## src/rtl/aes_ch_sched.sv

```systemverilog
// aes_ch_sched: round-robin scheduler sharing one AES core among NUM_CH channels; watchdog optional via AES_SCHED_WATCHDOG_EN
module aes_ch_sched #(
  parameter int NUM_CH  = 4,
  parameter int EN_HOLD = 51,
  parameter int TIMEOUT = 1024
) (
  input  logic                    AES_clk,
  input  logic                    AES_rst,
  input  logic [NUM_CH-1:0]       ch_req,
  input  logic [NUM_CH*128-1:0]   ch_data_in,
  input  logic [NUM_CH*128-1:0]   ch_key_in,
  output logic [NUM_CH-1:0]       ch_gnt,
  output logic [NUM_CH-1:0]       ch_done,
  output logic [127:0]            ch_data_out,
  output logic                    core_en,
  output logic [127:0]            core_data_in,
  output logic [127:0]            core_key_in,
  input  logic [127:0]            core_data_out,
  input  logic                    core_data_out_valid,
  output logic                    busy,
  output logic                    timeout_err
);
  localparam int IW = $clog2(NUM_CH);
  typedef enum logic [1:0] {IDLE, ISSUE, WAIT, DONE} state_t;
  state_t state_q, state_d;
  logic [IW-1:0] rr_q, rr_d, idx_q, idx_d;
  logic [7:0] cnt_q, cnt_d;
  logic [NUM_CH-1:0] gnt_q, gnt_d, done_q, done_d;
  logic en_q, en_d;
  logic [127:0] din_q, din_d, key_q, key_d, dout_q, dout_d;
  int sel;
`ifdef AES_SCHED_WATCHDOG_EN
  localparam int WW = $clog2(TIMEOUT + 1);
  logic [WW-1:0] wd_q, wd_d;
  logic to_q, to_d, terr_q, terr_d;
  assign timeout_err = terr_q;
`else
  assign timeout_err = 1'b0;
`endif
  assign ch_gnt       = gnt_q;
  assign ch_done      = done_q;
  assign ch_data_out  = dout_q;
  assign core_en      = en_q;
  assign core_data_in = din_q;
  assign core_key_in  = key_q;
  assign busy         = state_q != IDLE;
  // Arbitrate from rr_q upward and sequence one job through the shared core
  always_comb begin
    state_d = state_q;
    rr_d    = rr_q;
    idx_d   = idx_q;
    cnt_d   = cnt_q;
    gnt_d   = '0;
    done_d  = '0;
    en_d    = en_q;
    din_d   = din_q;
    key_d   = key_q;
    dout_d  = dout_q;
`ifdef AES_SCHED_WATCHDOG_EN
    wd_d    = wd_q;
    to_d    = to_q;
    terr_d  = 1'b0;
`endif
    sel = 0;
    for (int k = NUM_CH - 1; k >= 0; k--)
      if (ch_req[(int'(rr_q) + k) % NUM_CH]) sel = (int'(rr_q) + k) % NUM_CH;
    case (state_q)
      IDLE: if (|ch_req) begin
        state_d    = ISSUE;
        idx_d      = IW'(sel);
        gnt_d[sel] = 1'b1;
        en_d       = 1'b1;
        cnt_d      = 8'd1;
        din_d      = ch_data_in[128*sel +: 128];
        key_d      = ch_key_in[128*sel +: 128];
`ifdef AES_SCHED_WATCHDOG_EN
        wd_d       = WW'(1);
        to_d       = 1'b0;
`endif
      end
      ISSUE, WAIT: begin
`ifdef AES_SCHED_WATCHDOG_EN
        wd_d = wd_q + 1'b1;
`endif
        if (core_data_out_valid) begin
          state_d = DONE;
          en_d    = 1'b0;
          dout_d  = core_data_out;
        end
`ifdef AES_SCHED_WATCHDOG_EN
        else if (wd_d == WW'(TIMEOUT)) begin
          state_d = DONE;
          en_d    = 1'b0;
          dout_d  = '0;
          to_d    = 1'b1;
        end
`endif
        else if (state_q == ISSUE) begin
          if (cnt_q == 8'(EN_HOLD)) begin
            state_d = WAIT;
            en_d    = 1'b0;
          end else cnt_d = cnt_q + 8'd1;
        end
      end
      default: begin
        state_d       = IDLE;
        done_d[idx_q] = 1'b1;
        rr_d          = (idx_q == IW'(NUM_CH - 1)) ? '0 : idx_q + 1'b1;
`ifdef AES_SCHED_WATCHDOG_EN
        terr_d        = to_q;
`endif
      end
    endcase
  end
  // State and registered outputs; reset aborts any job in flight
  always_ff @(posedge AES_clk) begin
    if (AES_rst) begin
      state_q <= IDLE;
      rr_q    <= '0;
      idx_q   <= '0;
      cnt_q   <= '0;
      gnt_q   <= '0;
      done_q  <= '0;
      en_q    <= 1'b0;
      din_q   <= '0;
      key_q   <= '0;
      dout_q  <= '0;
`ifdef AES_SCHED_WATCHDOG_EN
      wd_q    <= '0;
      to_q    <= 1'b0;
      terr_q  <= 1'b0;
`endif
    end else begin
      state_q <= state_d;
      rr_q    <= rr_d;
      idx_q   <= idx_d;
      cnt_q   <= cnt_d;
      gnt_q   <= gnt_d;
      done_q  <= done_d;
      en_q    <= en_d;
      din_q   <= din_d;
      key_q   <= key_d;
      dout_q  <= dout_d;
`ifdef AES_SCHED_WATCHDOG_EN
      wd_q    <= wd_d;
      to_q    <= to_d;
      terr_q  <= terr_d;
`endif
    end
  end
endmodule

```

## config.mk

```make
export PLATFORM = sky130hd
export DESIGN_NAME = aes_ch_sched
export DESIGN_NICKNAME = d
export VERILOG_FILES = /design/src/rtl/aes_ch_sched.sv
export SDC_FILE = /design/constraint.sdc
export NUM_CORES = 1
export LEC_CHECK = 0
export CAP_MARGIN = 20
export CORE_AREA = 2 2 598 600
export DETAILED_ROUTE_END_ITERATION = 8
export DIE_AREA = 0 0 600 602
export SLEW_MARGIN = 25
export SYNTH_ARGS = -nofsm -noshare
export SYNTH_HDL_FRONTEND = slang
export SYNTH_SLANG_ARGS = --single-unit
export TNS_END_PERCENT = 20
```

## constraint.sdc

```tcl
create_clock -name AES_clk -period 2.3 [get_ports AES_clk]
set_input_delay 0.345 -clock AES_clk [delete_from_list [all_inputs] [get_ports AES_clk]]
set_output_delay 0.345 -clock AES_clk [all_outputs]
set_load 0.005 [all_outputs]
```

### Word level (Yosys, flattened, before mapping)

Index checks and enable logic that the tools add are counted.

| storage, ports and cells | value |
|---|---|
| bits of input ports | 1159 |
| register bits after elaboration | 407 |
| output and inout port bits | 395 |

| cells by class | value |
|---|---|
| add/sub/neg operators | 5 |
| bitwise logic cells | 5 |
| order comparisons | 8 |
| mux-type cells | 35 |
| equal/unequal tests | 10 |
| reductions and logical operators | 18 |
| shift operators | 2 |

Operators by type and width:

| cell | number |
|---|---|
| $shiftx A512 B32 Y128 | 2 |
| $mux W32 | 4 |
| $ge A32 B1 Y1 const B | 1 |
| $lt A32 B4 Y1 const B | 1 |
| $mux W8 | 4 |
| $pmux W8 S2 | 1 |
| $mux W1 | 13 |
| $lt A3 B4 Y1 const B | 3 |
| $mux W2 | 5 |
| $add A8 B1 Y8 const B | 1 |
| $bmux W1 S2 | 4 |
| $eq A8 B6 Y1 const B | 1 |
| $ne A2 B2 Y1 const B | 4 |
| $reduce_or A2 Y1 | 4 |
| $reduce_or A4 Y1 | 2 |
| $lt A2 B3 Y1 const B | 2 |
| $ne A3 B3 Y1 const B | 2 |
| $reduce_or A3 Y1 | 2 |
| $reduce_and A5 Y1 | 1 |
| $add A2 B1 Y2 const B | 2 |
| $add A2 B2 Y2 const B | 2 |
| $demux W1 S2 | 2 |
| $eq A2 B2 Y1 const B | 2 |
| $pmux W2 S2 | 1 |
| 11 further kinds | 17 |

### Longest topological paths before layout

| logic depth | value |
|---|---|
| depth in word-level cells | 14 |
| mapped depth | 10 |

### Least setup slack after synthesis

Ideal clock, no wire load.

| timing path | value |
|---|---|
| path type | register -> register |
| start | register state_q[0] |
| end | register din_q[0], in the netlist core_data_in[0] |
| data arrival time | 2070 ps |
| path buffers | 4 |
| cell stages (with the launch flop) | 11 |
| library setup time | 122 ps |
| data required time | 2178 ps |
| path slack | 109 ps |
| cell sequence | dfxtp_1 > inv_1 > ha_1 > clkbuf_1 > nor2b_1 > o2111a_1 > buf_2 > buf_2 > buf_1 > a22o_1 > a221o_1 |

| on the way | value |
|---|---|
| cells in the longest elaborated chain, start to end | 2 |

Ends and longest elaborated chain:

| element | line | RTL |
|---|---|---|
| start: declaration | 25 | `state_t state_q, state_d;` |
| start signal: assignment | 134 | `state_q <= state_d;` |
| $logic_not A2 Y1 | 67 | `case (state_q)` |
| $reduce_and A2 Y1 (no source line) | - |  |
| end signal: assignment | 141 | `din_q <= din_d;` |
| end: declaration | 30 | `logic [127:0] din_q, din_d, key_q, key_d, dout_q, dout_d;` |

Every way passes these cells.
A chain may end at the register's enable or synchronous reset.

### Final worst setup path

| timing path | value |
|---|---|
| start | register rr_q[0] |
| end | register key_q[27], in the netlist core_key_in[27] |

| on the way | value |
|---|---|
| cells in the longest elaborated chain, start to end | 9 |
| elaborated cells on any way between the ends | 25 |

Ends and longest elaborated chain:

| element | line | RTL |
|---|---|---|
| start: declaration | 26 | `logic [IW-1:0] rr_q, rr_d, idx_q, idx_d;` |
| start signal: assignment | 135 | `rr_q <= rr_d;` |
| $add A2 B2 Y2 | 66 | `if (ch_req[(int'(rr_q) + k) % NUM_CH]) sel = (int'(rr_q) + k) % NUM_CH;` |
| $bmux W1 S2 | 66 |  |
| $mux W1 (not written as such) (2 in a row) | 66 |  |
| $mux W32 (3 in a row) | 66 |  |
| $mux W32 (*) | 66 |  |
| $shiftx A512 B32 Y128 (*) | 75 | `key_d = ch_key_in[128*sel +: 128];` |
| end signal: assignment | 142 | `key_q <= key_d;` |
| end: declaration | 30 |  |

Mark *: on every way between the ends. The rest lies on a longest branch, timed or not. The select of a mux whose other input is x is not followed.

==> results <==
-- timing repair --
item                       in CTS  in global routing
hold buffers                    4                  0
pin swaps                       1                 14
cloned                          0                  9
setup endpoints to repair     266                215
resized for setup              95                 28
setup buffers                   2                  8
hold endpoints to repair        5                  0
-- cell type report --
type	instances	area share [%]
Antenna cell	69	0.384
Timing Repair Buffer	1740	38.9
Clock inverter	33	0.928
Multi-Input combinational cell	1263	23.9
Inverter	10	0.0834
Clock buffer	88	4.41
Sequential cell	407	18.1
Tap cell	4751	13.2
-- routing by layer --
metal,vias up,GRT usage [%],routed length [um]
met4,120,6.17,15200
met3,592,10.5,45500
met1,11800,14.0,92200
met2,1674,24.7,131000
li1,10600,-,-
met5,-,0,791
-- worst register-to-register path, stage by stage (launching register included) --
cell       delay, ps
dfxtp_2          350
nand2b_4         130
o21ai_2           60
a211o_4          340
buf_12           160
buf_12           170
clkbuf_16        180
buf_4            190
mux2_4           300
a221o_1          310
-- how the worst min path moves through the flow --
| stage | startpoint | endpoint | slack [ps] | depth (start not counted) |
|---|---|---|---|---|
| 6_report | core_data_out[90] | ch_data_out[90]$_SDFFE_PP0P_ | 100 | 3 |
| 5_1_grt | core_data_out[102] | ch_data_out[102]$_SDFFE_PP0P_ | 60 | 3 |
| 4_1_cts | core_data_out[102] | ch_data_out[102]$_SDFFE_PP0P_ | 1 | 3 |
| 2_1_floorplan | ch_data_out[0]$_SDFFE_PP0P_ | ch_data_out[0]$_SDFFE_PP0P_ | 450 | 2 |
| 3_5_place_dp | ch_data_out[112]$_SDFFE_PP0P_ | ch_data_out[112]$_SDFFE_PP0P_ | 450 | 2 |
| 3_3_place_gp | ch_data_out[106]$_SDFFE_PP0P_ | ch_data_out[106]$_SDFFE_PP0P_ | 440 | 2 |
-- flip-flops by register name, summed over array words and instances (netlist names) --
signal        count
state_q           2
idx_q             2
rr_q              2
ch_data_out     128
core_key_in     128
ch_gnt            4
core_en           1
core_data_in    128
ch_done           4
cnt_q             8
-- cell families (layout without fill, tap and decap cells) --
group / after synthesis / count (layout)
multiplexers: 262 / 262
AND/OR/NAND/NOR: 314 / 315
buffers and inverters: 198 / 1871
AO/OA/AOI/OAI: 670 / 670
adder cells (fa/ha/maj): 10 / 10
other: 1 / 70
XOR/XNOR: 5 / 5
flip-flops: 407 / 407
-- Yosys cell counts (10+ instances only) --
| library cell | instances |
|---|---|
| mux2_2 | 32 |
| ha_1 | 10 |
| dfxtp_1 | 407 |
| a21oi_1 | 137 |
| mux2_4 | 200 |
| mux2i_1 | 27 |
| nor2_1 | 23 |
| buf_1 | 24 |
| buf_6 | 24 |
| clkbuf_1 | 116 |
| inv_1 | 10 |
| a22o_1 | 232 |
| nand2_1 | 261 |
| a222oi_1 | 24 |
| buf_2 | 23 |
| a221o_1 | 232 |
| o21ai_0 | 29 |
-- power groups by stage --
stage	clock network (mW)	registers, mW	logic, mW
finish	11.7	11.0	20.6
global route	12.4	11.2	22.3
CTS	12.3	11.0	21.3
detailed placement	0	11.1	21.5
global placement	0	11.1	21.5
floorplan	0	10.6	5.99
==> reports/metrics.cfg <==
[outcome]
violations=setup timing
status=complete, but fails checks

[timing]
post-route-period-util_pct=102
rsz0062_at_grt=true
setup_tns_ps=-833
layout_setup_ws_ps=-47.7
hold_ws_ps=99.9
finalMaxSlewViolations=0
skew_ps=63.3
min_period_ps=2350
max_slew.worst_pin.slew_ps=790
hold_violations=0
timing.fmax_ghz=0.426
setup-violations-final=46
slew-limit-headroom_pct=47.3

[setup_path]
crit_top_cell=buf_12
cp_cell_sequence=nand2b_4, o21ai_2, a211o_4, buf_12, buf_12, clkbuf_16, buf_4, mux2_4, a221o_1
cp_max_fo=7
crit_family=compound AO/OA/AOI/OAI gates
arrival_ps=2960
ff2ff_path_depth=9
endpoint=core_key_in[27]$_SDFFE_PP0N_
cp.depth=9
r2r_slack_ps=-50
critPathMaxStageDelay_ps=350
cp-end-kind=register
path_buf_inv=4
cp-start-kind=register
critPathSlowestCell=dfxtp_2
r2r_end=core_key_in[27]$_SDFFE_PP0N_
cp-startpoint=rr_q[0]$_SDFFE_PP0N_
cp.required_ps=2910
reg2reg_from=rr_q[0]$_SDFFE_PP0N_
path_class=reg2reg

[detailed_routing]
route.detailed.drc=0
drtIter0Drc=2043
drt-total-wl_um=285000
routedWlPerCell_um=34.1
final_antenna_net_count=0
viasPerCell=2.97
dr.pass1.iters=8
vias=24800

[power_and_ir_drop]
peakVddDrop_mv=0.489
power_switching_mw=17.8
switching_share_pct=41.1
p_int_mw=25.5
p_leak_nw=16.6
clkPwrFrac_pct=27.0
seqPwrFrac_pct=25.3
pwr_density_cell_mw_per_mm2=961
p_total_mw=43.3
power_frac_comb_pct=47.7

[placed_design]
pre_cts_slack_ps=-793
gp_routability_congestion=1.04
hpwl_um=252000
dp_cells=8148
port_buffers=1552
dpl-instance-area_mm2=0.0420

[logic_synthesis]
synth_top_family_by_area=compound AO/OA/AOI/OAI gates
syn-instance-count=1867
yosysSeqAreaShare_pct=41.2
synth_fa_ha_area_share_pct=0.633
synth_xor_area_share_pct=0.222
syn_area_mm2=0.0198
synth_cell_types=41
synth_top_area_share_pct=41.2
synth_compound_area_share_pct=28.1
ys_top_cells_by_area=dfxtp_1, mux2_4, a221o_1, a22o_1, nand2_1
synth_warnings=0
yosysTopAreaCell=dfxtp_1
syn_nets=3036
synthFlopType=dfxtp_1
ys_seq_elements=407
synth_mux_area_share_pct=18.6
synth_edf_count=0
syn_area_per_cell_um2=10.6
synthSimpleGateAreaFrac_pct=6.34
ys_async_sr_fraction_pct=0

[global_route]
grt_max_degree=140
grt-ovfl-total=0
grt_usage_pct=14.9
grt_pass1_vias=24300
antenna_found_initial=224
grt_pass1_wl_um=331000

[die]
dieArea_mm2=0.361
fp.dieH_um=602
initial_utilization_pct=5.57
die_w_um=600
core-area_mm2=0.355
rows=219
ioPinCount=1554

[cts]
clock_path_buffers=4
cts.sinks=407
cts_buffers=72
clk_latency_ps=780
cts.clk_slew.worst_paths_ps=60
clock-root-buffer=clkbuf_16
cts-htree-levels=3
cts_tree=yes

[finish]
area_delta_synth_final_pct=128
final_common_cell=clkdlybuf4s50_1
final_cell_mix=clkdlybuf4s50_1, dfxtp_1, nand2_1
finalCoreUtilization_pct=12.7
multi_input_area_mm2=0.0108
fillCellCount=40300
seqCellArea_mm2=0.00815
nets=4663
layoutNonFillerInstCount=8361
layout-drive-gt1-share_pct=17.7
postLayoutCellArea_mm2=0.0450

[job]
maxCapViolCount=0

[worst_hold_path]
hold_path.class=in2reg

Power figures use the tool's default switching activity.
